[src/rtl/ifid_skid_stage.sv]
// ifid_skid_stage: multi-lane fetch-to-decode pipeline register.
// It uses a valid/ready handshake and a one-entry skid buffer, so in_ready_o
// comes only from registered state. Flush clears both held bundles. A
// saturating counter records the cycles in which decode was starved.
module ifid_skid_stage #(
    parameter int LANES  = 1,
    parameter int PC_W   = 32,
    parameter int INST_W = 32,
    parameter int CNT_W  = 16
) (
    input  logic                      clk_i,
    input  logic                      rst_i,
    input  logic                      flush_i,
    input  logic                      hazard_i,
    input  logic                      in_valid_i,
    output logic                      in_ready_o,
    input  logic [LANES*PC_W-1:0]     in_pc_i,
    input  logic [LANES*INST_W-1:0]   in_inst_i,
    input  logic [LANES-1:0]          in_lane_v_i,
    output logic                      out_valid_o,
    input  logic                      out_ready_i,
    output logic [LANES*PC_W-1:0]     out_pc_o,
    output logic [LANES*INST_W-1:0]   out_inst_o,
    output logic [LANES-1:0]          out_lane_v_o,
    output logic [1:0]                occupancy_o,
    output logic [CNT_W-1:0]          bubble_cnt_o
);

    // The state encoding is the number of held bundles.
    typedef enum logic [1:0] {
        EMPTY = 2'd0,
        ONE   = 2'd1,
        FULL  = 2'd2
    } state_t;

    state_t                    state_q, state_d;
    logic [LANES*PC_W-1:0]     m_pc_q, m_pc_d, s_pc_q, s_pc_d;
    logic [LANES*INST_W-1:0]   m_inst_q, m_inst_d, s_inst_q, s_inst_d;
    logic [LANES-1:0]          m_lv_q, m_lv_d, s_lv_q, s_lv_d;
    logic [CNT_W-1:0]          cnt_q, cnt_d;

    logic m_v, s_v, acc_in, acc_out, starved;

    // Increment that holds at the all-ones value.
    function automatic logic [CNT_W-1:0] sat_inc(input logic [CNT_W-1:0] v);
        if (&v) begin
            return v;
        end
        return v + {{(CNT_W-1){1'b0}}, 1'b1};
    endfunction

    assign m_v     = (state_q != EMPTY);
    assign s_v     = (state_q == FULL);
    // A bundle with an empty lane mask carries nothing, so it is never accepted.
    assign acc_in  = in_valid_i && !s_v && (|in_lane_v_i);
    // Hazard acts like decode deasserting ready.
    assign acc_out = m_v && out_ready_i && !hazard_i;
    assign starved = !m_v && out_ready_i && !hazard_i;

    // Next state and entry contents. Flush overrides every other event.
    always_comb begin
        state_d  = state_q;
        m_pc_d   = m_pc_q;
        m_inst_d = m_inst_q;
        m_lv_d   = m_lv_q;
        s_pc_d   = s_pc_q;
        s_inst_d = s_inst_q;
        s_lv_d   = s_lv_q;
        if (flush_i) begin
            state_d  = EMPTY;
            m_pc_d   = '0;
            m_inst_d = '0;
            m_lv_d   = '0;
            s_pc_d   = '0;
            s_inst_d = '0;
            s_lv_d   = '0;
        end else begin
            case (state_q)
                EMPTY: begin
                    if (acc_in) begin
                        m_pc_d   = in_pc_i;
                        m_inst_d = in_inst_i;
                        m_lv_d   = in_lane_v_i;
                        state_d  = ONE;
                    end
                end
                ONE: begin
                    if (acc_out && acc_in) begin
                        m_pc_d   = in_pc_i;
                        m_inst_d = in_inst_i;
                        m_lv_d   = in_lane_v_i;
                    end else if (acc_out) begin
                        // On a drain, clear the outputs so that no stale bundle is shown.
                        m_pc_d   = '0;
                        m_inst_d = '0;
                        m_lv_d   = '0;
                        state_d  = EMPTY;
                    end else if (acc_in) begin
                        s_pc_d   = in_pc_i;
                        s_inst_d = in_inst_i;
                        s_lv_d   = in_lane_v_i;
                        state_d  = FULL;
                    end
                end
                FULL: begin
                    // Input is blocked here, so only the skid entry moves forward.
                    if (acc_out) begin
                        m_pc_d   = s_pc_q;
                        m_inst_d = s_inst_q;
                        m_lv_d   = s_lv_q;
                        s_pc_d   = '0;
                        s_inst_d = '0;
                        s_lv_d   = '0;
                        state_d  = ONE;
                    end
                end
                default: begin
                    state_d = EMPTY;
                end
            endcase
        end
    end

    // Bubble counter: counts cycles in which decode was ready but got nothing. Flush does not clear it.
    always_comb begin
        cnt_d = starved ? sat_inc(cnt_q) : cnt_q;
    end

    // State and storage registers, cleared by asynchronous reset.
    always_ff @(posedge clk_i or posedge rst_i) begin
        if (rst_i) begin
            state_q  <= EMPTY;
            m_pc_q   <= '0;
            m_inst_q <= '0;
            m_lv_q   <= '0;
            s_pc_q   <= '0;
            s_inst_q <= '0;
            s_lv_q   <= '0;
            cnt_q    <= '0;
        end else begin
            state_q  <= state_d;
            m_pc_q   <= m_pc_d;
            m_inst_q <= m_inst_d;
            m_lv_q   <= m_lv_d;
            s_pc_q   <= s_pc_d;
            s_inst_q <= s_inst_d;
            s_lv_q   <= s_lv_d;
            cnt_q    <= cnt_d;
        end
    end

    assign in_ready_o   = !s_v;
    assign out_valid_o  = m_v;
    assign out_pc_o     = m_pc_q;
    assign out_inst_o   = m_inst_q;
    assign out_lane_v_o = m_lv_q;
    assign occupancy_o  = state_q;
    assign bubble_cnt_o = cnt_q;

endmodule

[config.mk]
export PLATFORM = sky130hd
export DESIGN_NAME = ifid_skid_stage
export DESIGN_NICKNAME = d
export VERILOG_FILES = /design/src/rtl/ifid_skid_stage.sv
export SDC_FILE = /design/constraint.sdc
export NUM_CORES = 1
export LEC_CHECK = 0
export BUFFER_PORTS_ARGS = -buffer_cell sky130_fd_sc_hd__buf_2
export CORE_MARGIN = 2
export CORE_UTILIZATION = 58
export CTS_CLUSTER_DIAMETER = 50
export DETAILED_ROUTE_END_ITERATION = 10
export GPL_TIMING_DRIVEN = 0
export PLACE_DENSITY = 0.89
export SYNTH_ARGS = -nofsm -noshare
export SYNTH_HDL_FRONTEND = slang
export SYNTH_SLANG_ARGS = --single-unit
[constraint.sdc]
create_clock -name clk_i -period 9 [get_ports clk_i]
set_clock_uncertainty 0.2 [all_clocks]
set_input_delay 0 -clock clk_i [delete_from_list [all_inputs] [get_ports clk_i]]
set_output_delay 0 -clock clk_i [all_outputs]
set_load 0.01 [all_outputs]
; Word level (Yosys, flattened, before mapping)
; Cells that the tools add are included.
[word_totals]
reg_bits = 148
in_bits = 71
output_inout_bits = 85
[classes]
n_addsub = 1
n_eq_ne = 10
n_mux = 38
reduce_logical = 19
[ops]
columns = op, count
row1 = two-way mux 32 bit, 15
row2 = case mux 32 bit (3 select lines), 2
row3 = case mux 32 bit (2 select lines), 2
row4 = adder 16 x 1 -> 16 bit (second input constant), 1
row5 = two-way mux 16 bit, 1
row6 = AND reduction 16 bit, 1
row7 = two-way mux 2 bit, 6
row8 = inequality test 3 bit (second input constant), 4
row9 = two-way mux 1 bit, 9
row10 = inequality test 4 bit (second input constant), 2
row11 = AND reduction 4 bit, 2
row12 = logical AND 1 bit, 7
row13 = case mux 2 bit (3 select lines), 1
row14 = AND reduction 5 bit, 1
row15 = nonzero test 4 bit, 1
row16 = zero test 1 bit, 3
row17 = inequality test 3 x 2 -> 1 bit (second input constant), 1
row18 = case mux 1 bit (3 select lines), 1
row19 = nonzero test 3 bit, 1
row20 = equality test 2 x 1 -> 1 bit (second input constant), 1
row21 = equality test 2 bit (second input constant), 1
row22 = zero test 2 bit, 1
row23 = inequality test 2 bit (second input constant), 1
row24 = case mux 1 bit (2 select lines), 1
row25 = 2 further kinds, 2

; Depth between registers and ports, before layout
; Gate-level depths: netlist (run 1).
[depth]
depth_word = 9
depth_mapped = 9
mapped_depth_nobuf = 6

; Least setup slack after synthesis (run 1)
; OpenSTA, ideal clock, no wires.
[synth_path]
path_kind = reg2reg
start = register state_q[0] (netlist: occupancy_o[0])
end = register s_inst_q[0]
setup_ns = 0.121
arrival_ns = 2.028
setup_slack_ns = 6.651
stages_incl_launch_ff = 9
period_less_slack_ns = 2.349
path_cell_list = dfrtp_1 > inv_1 > ha_1 > or3b_4 > and3_4 > nor2b_1 > buf_2 > clkbuf_1 > a22o_1
[synth_between]
elab_chain_cells = 7
word_cells_on_any_way = 17
cone_classes = eq/ne (6) / mux (2) / reduce/logical (9)
[synth_rtl]
columns = item, line_no
row1 = start: declaration, 36  ; state_t state_q, state_d;
row2 = start signal: assignment, 141  ; state_q <= state_d;
row3 = equality test 2 bit, "53, 78"
row4 = zero test 1 bit, 55  ; assign acc_in = in_valid_i && !s_v && (|in_lane_v_i);
row5 = logical AND 1 bit (2 in series), 55
row6 = logical AND 1 bit, 88  ; if (acc_out && acc_in) begin
row7 = inequality test 3 bit (no line), --
row8 = AND reduction 5 bit (no line), --
row9 = end signal: assignment, 146  ; s_inst_q <= s_inst_d;
row10 = end: declaration, 38  ; logic [LANES*INST_W-1:0] m_inst_q, m_inst_d, s_inst_q, s_inst_d;
; Parallel ways exist; a longest one is shown, timed or not.
; A chain may end at the register's enable or synchronous reset.

; Final worst setup path (run 1)
[layout_path]
start = register state_q[0] (netlist: occupancy_o[0])
end = register m_lv_q (netlist: out_lane_v_o)
[layout_between]
elab_chain_cells = 8
word_cells_on_any_way = 18
cone_classes = eq/ne (5) / mux (3) / reduce/logical (10)
[layout_rtl]
columns = item, line_no
row1 = equality test 2 bit, "53, 78"
row2 = zero test 1 bit, 55
row3 = logical AND 1 bit (2 in series), 55
row4 = logical AND 1 bit, 88
row5 = two-way mux 1 bit, 88
row6 = case mux 1 bit (3 select lines), 78  ; case (state_q)
row7 = two-way mux 1 bit, 69  ; if (flush_i) begin
row8 = end signal: assignment, 144  ; m_lv_q <= m_lv_d;
row9 = end: declaration, 39  ; logic [LANES-1:0] m_lv_q, m_lv_d, s_lv_q, s_lv_d;
; Parallel ways exist; a longest one is shown, timed or not.

==> results of run 1 <==
## report_power, final
group / switching [uW] / total [uW] / internal [uW] / leakage [uW]
clock network: 286 / 729 / 442 / 0.000289
registers: 35.6 / 740 / 704 / 0.00203
logic: 154 / 271 / 117 / 0.00208
total: 476 / 1740 / 1260 / 0.00440
## state kept, by name, indices dropped and copies added (netlist names)
name and cells:
occupancy_o 2, bubble_cnt_o 16, out_lane_v_o 1, s_pc_q 32, out_inst_o 32, s_inst_q 32, out_pc_o 32, s_lv_q 1
## kinds of logic (layout without fill, tap and decap cells)
group                    after synthesis  after routing  share of synthesized area (%)
AO/OA/AOI/OAI                        215            215                           23.5
AND/OR/NAND/NOR                      187            187                           14.6
flip-flops                           148            148                           54.9
buffers and inverters                 59            317                           4.21
XOR/XNOR                              12             12                           1.56
adder cells (fa/ha/maj)                5              5                          0.891
multiplexers                           2              2                          0.334
## placed cells by master (no fill, tap or decap), types with 17 or more instances in the layout
cell           Yosys  final
dfrtp_1          148    148
o21ai_0           55     55
buf_2             14    168
a22o_1            64     64
dlygate4sd3_1      0     71
clkbuf_1          29     30
clkbuf_16          0     17
nor2b_1           65     65
a221oi_1          65     65
nand2_1           78     78
## final cells by class
class / instances / area [sq um]
Sequential cell: 148 / 3700
Multi-Input combinational cell: 421 / 2750
Fill cell: 675 / 2330
Timing Repair Buffer: 226 / 1510
Clock buffer: 19 / 443
Buffer: 52 / 258
Tap cell: 143 / 179
Clock inverter: 13 / 159
Inverter: 7 / 31.3
## worst max-delay path, stage by stage, from the launching register on
cell,delay [ns]
dfrtp_1,0.43
inv_1,0.11
ha_1,0.28
and3b_1,0.20
buf_2,0.17
a221oi_1,0.49
buf_2,0.36
buf_2,0.27
nand2_1,0.08
o41ai_1,0.05
dlygate4sd3_1,0.58
## per-stage QoR
| step | setup slack (ns) | instances | total power (uW) | util [%] |
|---|---|---|---|---|
| 4_1_cts | 5.72 | 1029 | 1730 | 79.5 |
| 5_1_grt | 5.53 | 1029 | 1800 | 79.5 |
| 3_5_place_dp | 6.24 | 926 | 986 | 67.9 |
| 2_1_floorplan | 4.82 | 628 | 886 | - |
| 6_report | 5.71 | 1029 | 1740 | 79.5 |
| 3_3_place_gp | 3.45 | 925 | 969 | 67.6 |
## per-layer routing
| layer | GRT usage (%) | up-vias | wire (microns) |
|---|---|---|---|
| met5 | 0 | - | 0 |
| met4 | 16.0 | 0 | 744 |
| met1 | 39.7 | 3157 | 7620 |
| met2 | 56.3 | 396 | 10300 |
| met3 | 6.59 | 82 | 1610 |
| li1 | - | 2816 | - |
## path summary, 6_finish.rpt
| check | start | endpoint | slack [ns] |
|---|---|---|---|
| setup / recovery | occupancy_o[0]$_DFFE_PP0P_ | out_lane_v_o$_DFFE_PP0P_ | 5.71 |
| hold / removal | rst_i | out_inst_o[0]$_DFFE_PP0P_ | 0.07 |
| setup reg to reg | occupancy_o[0]$_DFFE_PP0P_ | out_lane_v_o$_DFFE_PP0P_ | 5.71 |
| hold reg to reg | out_pc_o[6]$_DFFE_PP0P_ | out_pc_o[6]$_DFFE_PP0P_ | 0.28 |
| max in group asynchronous | rst_i | s_pc_q[7]$_DFFE_PP0P_ | 7.74 |
| min in group clk_i | in_valid_i | occupancy_o[0]$_DFFE_PP0P_ | 0.10 |
## repair_timing
| item | 4_1_cts | 5_1_grt |
|---|---|---|
| setup buffers | 0 | 0 |
| hold endpoints to repair | 209 | 0 |
| hold buffers | 71 | 0 |
==> results_dict.tcl, run 1 <==
set metrics [dict create \
    grt_setup_unrepaired "no" \
    start_util_pct 59.3 \
    grt_max_degree 77 \
    syn_nets 703 \
    max-cap-violations 0 \
    grt_usage_pct 32.8 \
    synth-edff-count 0 \
    cp_max_fo 10 \
    synthTopCellsByCount "dfrtp_1, nand2_1, a221oi_1, nor2b_1, a22o_1" \
    start_kind "flip-flop" \
    min_path_type "in2async" \
    dp_hpwl_microns 12300 \
    ys_warn_count 0 \
    ir_drop_mv 0.142 \
    arrival_ns 3.44 \
    post_synth.cell_area_avg_sq_um 10.7 \
    hold_viol 0 \
    route.detailed.drc 0 \
    detail-route-antenna-nets 0 \
    crit_path_end_kind "flip-flop" \
    cts_sinks 148 \
    io_pins 156 \
    power_leakage_uw 0.00440 \
    p_per_area_mw_per_mm2 193 \
    yosys-top-cells-area "dfrtp_1, a221oi_1, a22o_1, nor2b_1, nand2_1" \
    antenna_found_initial 0 \
    min_period_ns 3.29 \
    vias 6451 \
    design_area_sq_mm 0.00903 \
    reg2reg_depth 10 \
    routed_wl_microns 20300 \
    critPathKind "reg2reg" \
    ys_seq_area_share_pct 54.9 \
    clkLatencyLatePin_ns 0.42 \
    clock.fmax_mhz 304 \
    dominantRegCellSynth "dfrtp_1" \
    cts_tree "yes" \
    routabilityCongestion 0.850 \
    final_nets 948 \
    grt_pass1_vias 6570 \
    cts_buffers 17 \
    synth_area_sq_mm 0.00674 \
    die_y_microns 112 \
    path_clk_slew_ns 0.06 \
    rows 39 \
    status "finished, final reports clean" \
    grt_overflow 0 \
    portBuffers 154 \
    core_area_sq_mm 0.0114 \
    drive_above_1_share_pct 24.3 \
    areaGrowthSynthToFinish_pct 34.0 \
    relSlewSlack_pct 47.8 \
    first_iter_violations 602 \
    placed_cell_area_sq_mm 0.00772 \
    maxSlewViolCount 0 \
    grt_pass1_wl_microns 32700 \
    syn_inst 628 \
    tightest_slew_ns 0.777 \
    yosysMostFrequentCell "dfrtp_1" \
    firstDrtPassIters 6 \
    async_reset_ff_share_pct 100 \
    die_w_microns 112 \
    die_area_sq_mm 0.0125 \
    yosysUniqueCellTypes 42 \
    via_per_inst 6.27 \
    num_antenna_cells 0 \
    synth-seq-cells 148 \
    setup_viol 0 \
    wire_per_inst_microns 19.7 \
    cts_buffer_depth 2 \
    hold_slack_ns 0.0744 \
    cts_resized 0 \
    root_buffer "clkbuf_16" \
    fin_crit_sh_pct 36.6 \
    synth_top_area_share_pct 54.9 \
    fin_tns_setup_ns 0 \
    htreeDepth 4 \
    worstPathRequired_ns 9.15 \
    yosysTopAreaCell "dfrtp_1" \
]
Note: power is estimated with default switching activity, not from simulation.
==> run 2: changes to the inputs <==
CORE_UTILIZATION = 49   (was 58)
PLACE_DENSITY = 0.81   (was 0.89)
clock period = 3 ns   (was 9 ns; I/O delays follow)
==> results_dict.tcl, run 2 (same netlist as run 1, synthesis figures left out) <==
set metrics [dict create \
    core_area_sq_mm 0.0133 \
    fin_ws_ns 0.145 \
    arrival_ns 3.01 \
    tightest_slew_ns 0.772 \
    cts_buffer_depth 2 \
    status "finished, final reports clean" \
    final_cell_mix "buf_2, dfrtp_1, nand2_1, dlygate4sd3_1, nor2b_1" \
    wire_per_inst_microns 18.3 \
    grt_setup_unrepaired "no" \
    critPathKind "reg2reg" \
    detail-route-antenna-nets 0 \
    fin_crit_sh_pct 95.2 \
    power_leakage_uw 0.00445 \
    maxSlewViolCount 0 \
    p_int_uw 3980 \
    min_period_ns 2.85 \
    start_util_pct 50.5 \
    pwr-share-clk_pct 43.4 \
    p_per_area_mw_per_mm2 583 \
    htreeDepth 4 \
    rr_endpoint "s_inst_q[20]$_DFFE_PP0P_" \
    max_stage_delay_ns 0.44 \
    start_kind "flip-flop" \
    die_area_sq_mm 0.0147 \
    worstPathRequired_ns 3.16 \
    grt_usage_pct 27.3 \
    route.detailed.drc 0 \
    cts_tree "yes" \
    antenna_found_initial 0 \
    reg2reg_depth 9 \
    grt_max_degree 42 \
    fin_tns_setup_ns 0 \
    grt_pass1_vias 6167 \
    cp_common_cell "buf_2" \
    dp_hpwl_microns 12000 \
    path_clk_slew_ns 0.06 \
    reg2reg_slack_ns 0.15 \
    setup_viol 0 \
    firstDrtPassIters 5 \
    portBuffers 154 \
    hold_depth 6 \
    die_y_microns 121 \
    cp_max_fo 10 \
    first_iter_violations 503 \
    startpoint "occupancy_o[0]$_DFFE_PP0P_" \
    drive_above_1_share_pct 24.5 \
    crit_path_end_kind "flip-flop" \
    final_nets 952 \
    routabilityCongestion 0.824 \
    cts_buffers 17 \
    routed_wl_microns 19500 \
    clkLatencyLatePin_ns 0.43 \
    r2r-start "occupancy_o[0]$_DFFE_PP0P_" \
    holdCritStartpoint "in_valid_i" \
    num_antenna_cells 0 \
    clock.fmax_mhz 350 \
    layout_commonest_cell "buf_2" \
    cp_slowest_cell "dfrtp_1" \
    placed_cell_area_sq_mm 0.00782 \
    vias 6188 \
    rows 42 \
    utilization_pct 68.8 \
    cts_sinks 148 \
    io_pins 156 \
    hold_viol 0 \
    root_buffer "clkbuf_16" \
    areaGrowthSynthToFinish_pct 36.2 \
    grt_overflow 0 \
    relSlewSlack_pct 48.4 \
    max-cap-violations 0 \
    switching_share_pct 25.7 \
    p_switching_uw 1380 \
    power.share.combinational_pct 15.2 \
    ir_drop_mv 0.464 \
    pwr-share-seq_pct 41.4 \
    min_path_type "in2reg" \
    die_w_microns 121 \
    whs_endpoint "occupancy_o[0]$_DFFE_PP0P_" \
    grt_pass1_wl_microns 31400 \
    design_area_sq_mm 0.00918 \
    power_uw 5360 \
    preCtsSetupSlack_ns 0.238 \
    crit_chain "inv_1 -> ha_1 -> and3b_1 -> buf_2 -> and3_4 -> nor2b_1 -> buf_2 -> clkbuf_1 -> a22o_1" \
    via_per_inst 5.81 \
]
[run 2: worst max path at each step]
stage	cells after the start	endpoint
floorplan	8	s_inst_q[10]$_DFFE_PP0P_
global placement	2	out_pc_o[22]$_DFFE_PP0P_
detailed placement	9	out_inst_o[17]$_DFFE_PP0P_
CTS	9	out_pc_o[27]$_DFFE_PP0P_
global route	9	s_pc_q[7]$_DFFE_PP0P_
finish	9	s_inst_q[20]$_DFFE_PP0P_
[run 2: per-layer routing]
metal  part of all wire (%)  up-vias  track usage [%]  wire [microns]
met1                     42     3074             34.4            8200
met4                    1.4        0             8.84             276
met5                      0        -                0               0
met3                    6.7       28             6.95            1310
met2                     50      263             46.3            9720
li1                       -     2823                -               -
[run 2: layout make-up]
type | count | area, sq um
clock buffer | 21 | 460
fill | 992 | 4170
clock inverter | 10 | 179
tap | 176 | 220
timing repair buffer | 230 | 1570
multi-input combinational | 421 | 2760
sequential | 148 | 3700
buffer | 52 | 259
inverter | 7 | 30.0
[run 2: power groups by stage]
stage	clock [uW]	combinational (uW)	sequential, uW
after floorplan	0	382	2280
after global placement	0	688	2240
after detailed placement	0	719	2250
after CTS	2340	796	2210
after global routing	2440	891	2230
final	2330	812	2220
[run 2: timing repair]
item / in CTS / in global routing
buffers inserted: 0 / 0
setup endpoints to repair: 0 / 1
hold buffers: 72 / 0
hold endpoints to repair: 285 / 0
resized for setup: 0 / 3
[run 2: worst max-delay path: cells and delay by family, from the launching register on]
family          cells  cell delay (ns)
buf+inv             4             1.02
flops               1             0.44
compound gates      1             0.22
fa+ha+maj           1             0.28
simple gates        3             0.62
[run 2: metrics by stage]
| step | hold slack, ns | std cells |
|---|---|---|
| 2_1_floorplan | -0.0675 | 628 |
| 3_3_place_gp | 0.0413 | 958 |
| 6_report | 0.0578 | 1065 |
| 4_1_cts | 0.0250 | 1065 |
| 5_1_grt | 0.128 | 1065 |
| 3_5_place_dp | -0.175 | 962 |
==> run 3: changes to the inputs <==
BUFFER_PORTS_ARGS = default   (was -buffer_cell sky130_fd_sc_hd__buf_2)
CORE_UTILIZATION = 57   (was 49)
DONT_BUFFER_PORTS = 1   (was default)
PLACE_DENSITY = 0.79   (was 0.81)
==> results_dict.tcl, run 3 (same netlist as run 1, synthesis figures left out) <==
set metrics [dict create \
    status "finished, final reports clean" \
    wire_per_inst_microns 20.6 \
    wl_met2_microns 8850 \
    grt_setup_unrepaired "no" \
    grt_usage_pct 29.2 \
    power_uw 5040 \
    power_leakage_uw 0.00374 \
    crit_chain "inv_1 -> ha_1 -> or3b_4 -> and3_4 -> nor3_4 -> buf_6 -> a22o_1" \
    max-cap-violations 0 \
    final_cell_count_no_fill 875 \
    routed_wl_microns 18000 \
    path_clk_slew_ns 0.06 \
    fin_tns_setup_ns 0 \
    areaGrowthSynthToFinish_pct 23.3 \
    first_iter_violations 465 \
    min_path_type "in2async" \
    io_pins 156 \
    clock.fmax_mhz 359 \
    cp_slowest_cell "nor3_4" \
    final_cell_mix "dfrtp_1, nand2_1, dlygate4sd3_1, nor2b_1" \
    postCtsSetupRepairBufs 0 \
    final_nets 795 \
    start_kind "flip-flop" \
    critPathKind "reg2reg" \
    rows 39 \
    cts_buffers 17 \
    reg2reg_slack_ns 0.21 \
    num-fill-cells 771 \
    firstDrtPassIters 5 \
    startpoint "occupancy_o[0]$_DFFE_PP0P_" \
    cp_max_fo 10 \
    cp.depth 7 \
    max_stage_delay_ns 0.53 \
    clkLatencyLatePin_ns 0.42 \
    reg2reg_depth 7 \
    worstPathRequired_ns 3.15 \
    die_area_sq_mm 0.0127 \
    tightest_slew_ns 0.929 \
    maxSlewViolCount 0 \
    cts_tree "yes" \
    grt_overflow 0 \
    endpoint "s_inst_q[6]$_DFFE_PP0P_" \
    via_per_inst 6.39 \
    htreeDepth 4 \
    dp_hpwl_microns 11600 \
    multi_input_area_sq_mm 0.00276 \
    relSlewSlack_pct 37.9 \
    route.detailed.drc 0 \
    crit_path_end_kind "flip-flop" \
    min_period_ns 2.79 \
    cts_sinks 148 \
    dp_cells 774 \
    die_w_microns 113 \
    drt-met1-wl_microns 7370 \
    start_util_pct 58.8 \
    critPathBufInv 2 \
    p_per_area_mw_per_mm2 606 \
    grt_pass1_vias 5777 \
    root_buffer "clkbuf_16" \
    hold_viol 0 \
    cts_buffer_depth 2 \
    setup_viol 0 \
    r2r-start "occupancy_o[0]$_DFFE_PP0P_" \
    crit_family "simple AND/OR/NAND/NOR gates" \
    num_antenna_cells 0 \
    portBuffers 0 \
    detail-route-antenna-nets 0 \
    rr_endpoint "s_inst_q[6]$_DFFE_PP0P_" \
    top_layer_used "met4" \
    layout_commonest_cell "dfrtp_1" \
    vias 5590 \
    antenna_found_initial 0 \
    regArea_sq_mm 0.00370 \
    wl_met3_microns 1390 \
    arrival_ns 2.94 \
    fin_crit_sh_pct 92.9 \
    ir_drop_mv 0.563 \
    core_area_sq_mm 0.0115 \
    die_y_microns 113 \
    drive_above_1_share_pct 9.84 \
    grt_max_degree 43 \
    grt_pass1_wl_microns 29500 \
    routabilityCongestion 0.822 \
]
run 3: how the worst min path moves through the flow:
| stage | from | to | slack, ns | depth (start not counted) |
|---|---|---|---|---|
| final | rst_i | out_inst_o[26]$_DFFE_PP0P_ | 0.06 | 2 |
| after global routing | in_inst_i[11] | s_inst_q[11]$_DFFE_PP0P_ | 0.11 | 2 |
| after CTS | rst_i | s_inst_q[22]$_DFFE_PP0P_ | 0.06 | 2 |
| after detailed placement | rst_i | out_inst_o[26]$_DFFE_PP0P_ | -0.1 | 1 |
| after global placement | in_inst_i[24] | s_inst_q[24]$_DFFE_PP0P_ | -0.07 | 1 |
| after floorplan | in_inst_i[0] | s_inst_q[0]$_DFFE_PP0P_ | -0.07 | 1 |
run 3: worst reg2reg max path, cell delays in order (launching register included):
cell,delay [ns]
dfrtp_1,0.52
inv_1,0.11
ha_1,0.30
or3b_4,0.45
and3_4,0.20
nor3_4,0.53
buf_6,0.24
a22o_1,0.16
run 3: layer usage:
| layer | vias to the layer above | global-route usage [%] |
|---|---|---|
| li1 | 2511 | - |
| met1 | 2789 | 37.4 |
| met2 | 251 | 47.0 |
| met3 | 39 | 8.73 |
| met4 | 0 | 11.6 |
| met5 | - | 0 |
run 3: area by class of cell:
class,count,area share [%]
inverters,7,0.361
flip-flops and latches,148,44.6
clock inverters,11,1.60
well taps,143,2.15
repair buffers,74,9.36
multi-input cells,421,33.2
clock buffers,20,5.61
plain buffers,51,3.18
run 3: report_power, final:
| group | internal [uW] | switching [uW] |
|---|---|---|
| registers | 2110 | 168 |
| clock network | 1360 | 788 |
| logic | 262 | 350 |
| total | 3730 | 1310 |
run 3: through the flow:
stage	cell area, sq um	worst slack [ns]	utilization (%)	hold slack, ns
2_1_floorplan	6740	0.651	-	-0.0675
5_1_grt	8310	0.0237	72.5	0.108
6_report	8310	0.213	72.5	0.0585
3_5_place_dp	6990	0.139	61.0	-0.0971
4_1_cts	8300	0.135	72.4	0.0641
3_3_place_gp	6920	0.218	60.4	-0.0668
run 3: timing repair:
action	CTS	global route
gates resized for setup	0	14
setup endpoints to repair	0	104
hold buffers	71	0
endpoints found under the hold margin	260	0
